===== config.mk =====
export PLATFORM = sky130hd
export DESIGN_NAME = simd_stage_buffer
export DESIGN_NICKNAME = d
export VERILOG_FILES = /design/src/rtl/simd_stage_buffer.sv
export SDC_FILE = /design/constraint.sdc
export NUM_CORES = 1
export LEC_CHECK = 0
export BUFFER_PORTS_ARGS = -buffer_cell sky130_fd_sc_hd__buf_2
export CAP_MARGIN = 20
export CORE_UTILIZATION = 25
export DETAILED_ROUTE_END_ITERATION = 10
export GPL_ROUTABILITY_DRIVEN = 0
export PLACE_DENSITY_LB_ADDON = 0.08
export SYNTH_ARGS = -nofsm -noshare
export SYNTH_HDL_FRONTEND = slang
export SYNTH_SLANG_ARGS = --single-unit
export TNS_END_PERCENT = 1

===== constraint.sdc =====
create_clock -name clk -period 3.65 [get_ports clk]
set_input_delay 0.365 -clock clk [delete_from_list [all_inputs] [get_ports clk]]
set_output_delay 0.365 -clock clk [all_outputs]
set_load 0.005 [all_outputs]

===== src/rtl/simd_stage_buffer.sv =====
// Decode-to-execute pipeline stage for the multi-lane datapath: per-lane operands,
// immediate and control word behind a valid/ready handshake with a one-entry skid register.
module simd_stage_buffer #(
  parameter int DATA_W = 16,
  parameter int LANES  = 3,
  parameter int CTRL_W = 11,
  parameter int CNT_W  = 8
) (
  input  logic                    clk,
  input  logic                    reset,
  input  logic                    in_valid,
  output logic                    in_ready,
  input  logic [LANES*DATA_W-1:0] reg1_in,
  input  logic [LANES*DATA_W-1:0] reg2_in,
  input  logic [LANES*DATA_W-1:0] ext_in,
  input  logic [CTRL_W-1:0]       ctrl_in,
  input  logic                    flush,
  output logic                    out_valid,
  input  logic                    out_ready,
  output logic [LANES*DATA_W-1:0] reg1_out,
  output logic [LANES*DATA_W-1:0] reg2_out,
  output logic [LANES*DATA_W-1:0] ext_out,
  output logic [CTRL_W-1:0]       ctrl_out,
  output logic [CNT_W-1:0]        stall_cnt
);

  logic              m_valid_reg, m_valid_next;
  logic              s_valid_reg, s_valid_next;
  logic [CTRL_W-1:0] m_ctrl_reg, s_ctrl_reg;
  logic [CNT_W-1:0]  stall_cnt_reg;

  logic accept, pop;
  logic load_m_from_in, load_m_from_s, load_s;

  assign accept = in_valid & in_ready;
  assign pop    = m_valid_reg & out_ready;

  always_comb begin
    m_valid_next   = m_valid_reg;
    s_valid_next   = s_valid_reg;
    load_m_from_in = 1'b0;
    load_m_from_s  = 1'b0;
    load_s         = 1'b0;
    if (flush) begin
      m_valid_next = 1'b0;
      s_valid_next = 1'b0;
    end else if (!m_valid_reg) begin
      if (accept) begin
        load_m_from_in = 1'b1;
        m_valid_next   = 1'b1;
      end
    end else if (pop) begin
      // A full skid blocks accept, so refilling M from S never races the input.
      if (s_valid_reg) begin
        load_m_from_s = 1'b1;
        s_valid_next  = 1'b0;
      end else if (accept) begin
        load_m_from_in = 1'b1;
      end else begin
        m_valid_next = 1'b0;
      end
    end else if (accept) begin
      load_s       = 1'b1;
      s_valid_next = 1'b1;
    end
  end

  always_ff @(posedge clk) begin
    if (reset) begin
      m_valid_reg <= 1'b0;
      s_valid_reg <= 1'b0;
      m_ctrl_reg  <= '0;
      s_ctrl_reg  <= '0;
    end else begin
      m_valid_reg <= m_valid_next;
      s_valid_reg <= s_valid_next;
      if (load_m_from_in)     m_ctrl_reg <= ctrl_in;
      else if (load_m_from_s) m_ctrl_reg <= s_ctrl_reg;
      if (load_s)             s_ctrl_reg <= ctrl_in;
    end
  end

  genvar gi;
  generate
    for (gi = 0; gi < LANES; gi++) begin : g_lane
      logic [DATA_W-1:0] m_reg1_reg, m_reg2_reg, m_ext_reg;
      logic [DATA_W-1:0] s_reg1_reg, s_reg2_reg, s_ext_reg;

      always_ff @(posedge clk) begin
        if (reset) begin
          m_reg1_reg <= '0;
          m_reg2_reg <= '0;
          m_ext_reg  <= '0;
          s_reg1_reg <= '0;
          s_reg2_reg <= '0;
          s_ext_reg  <= '0;
        end else begin
          if (load_m_from_in) begin
            m_reg1_reg <= reg1_in[gi*DATA_W +: DATA_W];
            m_reg2_reg <= reg2_in[gi*DATA_W +: DATA_W];
            m_ext_reg  <= ext_in[gi*DATA_W +: DATA_W];
          end else if (load_m_from_s) begin
            m_reg1_reg <= s_reg1_reg;
            m_reg2_reg <= s_reg2_reg;
            m_ext_reg  <= s_ext_reg;
          end
          if (load_s) begin
            s_reg1_reg <= reg1_in[gi*DATA_W +: DATA_W];
            s_reg2_reg <= reg2_in[gi*DATA_W +: DATA_W];
            s_ext_reg  <= ext_in[gi*DATA_W +: DATA_W];
          end
        end
      end

      assign reg1_out[gi*DATA_W +: DATA_W] = m_reg1_reg;
      assign reg2_out[gi*DATA_W +: DATA_W] = m_reg2_reg;
      assign ext_out[gi*DATA_W +: DATA_W]  = m_ext_reg;
    end
  endgenerate

  always_ff @(posedge clk) begin
    if (reset) begin
      stall_cnt_reg <= '0;
    end else if (m_valid_reg && !out_ready && stall_cnt_reg != {CNT_W{1'b1}}) begin
      stall_cnt_reg <= stall_cnt_reg + 1'b1;
    end
  end

  // in_ready comes straight from a register so out_ready never reaches it combinationally.
  assign in_ready  = !s_valid_reg;
  assign out_valid = m_valid_reg;
  assign ctrl_out  = m_valid_reg ? m_ctrl_reg : '0;
  assign stall_cnt = stall_cnt_reg;

endmodule

==> impl_metrics.toml <==
[grt]
grt_max_degree = 165
grt_overflow = 0
grt_pass1_wl_um = 76700
grt_pass1_vias = 12200
track_usage = 0.171
antenna_found_initial = 12

[die]
ios = 325
start_util = 0.252
die-area_sq_mm = 0.0565
core-area_sq_mm = 0.0550
rows = 86
die_h_um = 238
die_width_um = 238

[critical_path]
cp-end-kind = "flip-flop"
critical_path.top_delay_family = "flip-flops"
crit_chain = "nor2b_4 -> buf_12 -> buf_12 -> o211ai_2 -> a21oi_1"
path_max_fanout = 86
cp_slowest_stage_delay_ns = 0.82
timing.critical_path.mode_cell = "buf_12"
slowest_stage = "dfxtp_1"
critPathRequiredTime_ns = 4.13
rrSetupSlack_ns = 1.24
path_class = "flip-flop to flip-flop"
arrival_ns = 2.89
critical_path.startpoint_type = "flip-flop"
critical_path_buf_inv_count = 2

[placement]
dpl.hpwl_um = 28200
placed_area_sq_mm = 0.0159
pre_cts_slack_ns = 1.22
portBuffers = 324
post-place-cells = 2413

[logic_synthesis]
syn-cell-area_sq_mm = 0.0139
syn_inst = 1521
synth_most_common_cell = "dfxtp_1"
synth_ff_type = "dfxtp_1"
synth_top_area_frac = 0.461
synth_warnings = 0
yosys-top-cells-count = "320 x dfxtp_1, 316 x a21oi_1, 157 x nand3_1"
synth_enable_flop_cells = 0
async_flop_share = 0
ys_seq_area_frac = 0.461
yosysTopAreaCell = "dfxtp_1"
ys_top_cells_by_area = "dfxtp_1 46%, a21oi_1 11%, a32oi_1 9.8%"
avgSynthCellArea_sq_um = 9.13
synth.distinct_cells = 36
ys_seq_elements = 320
syn_nets = 1682

[drt]
routed-via-count = 13100
wl_per_cell_um = 20.3
routed_wl_um = 50600
vias_per_cell = 5.28
drc = 0
drtAntennaViolNets = 0
drtIter0Drc = 1065
dr.pass1.iters = 8

[pwr]
power_frac_clock = 0.483
powerDensity_mw_per_mm2 = 488
p_sw_frac = 0.252
power.internal_mw = 6.29
static-leakage-power_nw = 5.87
pwr-share-comb = 0.083
seq_power_share = 0.435
p_sw_mw = 2.12
vdd_ir_drop_max_v = 0.000300

[sta]
slew_violations = 0
whs_ns = 0.0646
skew_ns = 0.0177
slew_headroom = 0.351
rsz0062_at_grt = "false"
finalCriticalPeriod_ns = 2.41
layout_setup_ws_ns = 1.24
period_share = 0.660
hold_viol = 0
setup_violations = 0
max_slew.worst_pin.slew_ns = 0.973
fmax_mhz = 415
setup_tns_ns = 0

[clock_network]
cts_resized = 0
cts-root-buf = "clkbuf_16"
cts_sinks = 320
cts_hold_buf = 0
post_cts_buffers = 0
path_clk_slew_ns = 0.06
clock_latency_ns = 0.56
cts_buffers = 41
htree_levels = 2
cts_buffer_depth = 3
cts_tree = "yes"

[layout]
num-nets-final = 1869
drive_above_1_share = 0.297
final_cells = 2487
layout-area-overhead-vs-synth_pct = 24.2
fin_area_sq_mm = 0.0172

[outcome]
outcome = "completed"

[flow_run]
max_cap_violations = 0

[hold_path]
hp-class = "input pin to flip-flop"
[cell type report]
| cell class | instances | area [sq um] |
|---|---|---|
| multi-input combinational | 990 | 6530 |
| clock inverter | 3 | 21.3 |
| tap | 748 | 936 |
| inverter | 1 | 3.75 |
| clock buffer | 70 | 1320 |
| sequential | 320 | 6410 |
| timing repair buffer | 354 | 2030 |
| antenna | 1 | 2.50 |
| fill | 5758 | 37700 |
[per-layer routing]
layer | vias to the layer above | global-route usage | routed length, um
li1 | 6262 | - | -
met1 | 6427 | 0.232 | 23000
met2 | 323 | 0.263 | 23100
met3 | 89 | 0.0485 | 3250
met4 | 22 | 0.0514 | 1110
met5 | - | 0 | 127
[cells in the final DEF, fill, tap and decap left out, types with 5 or more instances in the layout]
master,synthesis,final
buf_2,74,323
dfxtp_1,320,320
a21oi_1,316,316
nand3_1,157,157
a32oi_1,155,155
o21ai_0,150,150
o211ai_2,95,95
o211ai_1,60,60
clkbuf_16,0,43
buf_4,2,16
clkbuf_8,0,14
buf_12,0,14
clkbuf_1,110,13
and2_1,12,12
o21ai_1,5,5
[final timing paths]
path,from,end,depth (start not counted)
max,out_valid,g_lane[1].m_reg1_reg[3],5
max reg2reg,out_valid,g_lane[1].m_reg1_reg[3],5
min reg2reg,g_lane[2].s_ext_reg[0],g_lane[2].s_ext_reg[0],2
min,ext_in[3],g_lane[0].s_ext_reg[3],3
[logic make-up after synthesis]
group | share of synthesized area
AOI/OAI and AO/OA | 0.391
DFF | 0.461
buffers and inverters | 0.0702
and+or+nand+nor | 0.0744
muxes | 0.00234
adders and majority gates | 0.000901
[tightest hold or removal path, cell delays in order]
cell	delay [ns]
buf_2	0.11
nand3_1	0.06
a21oi_1	0.05
[power by group through the flow]
stage               clock network [mW]  registers, mW  logic, mW
floorplan                            0           3.72      0.385
global placement                     0           3.73      0.704
detailed placement                   0           3.73      0.707
CTS                               4.22           3.65      0.708
global route                      4.36           3.66      0.762
finish                            4.06           3.65      0.696
[per-stage QoR]
| stage | total power [mW] | util |
|---|---|---|
| 3_5_place_dp | 4.44 | 0.289 |
| 6_report | 8.41 | 0.314 |
| 2_1_floorplan | 4.11 | - |
| 4_1_cts | 8.59 | 0.314 |
| 5_1_grt | 8.78 | 0.314 |
| 3_3_place_gp | 4.43 | 0.289 |
Power figures use the tool's default switching activity.
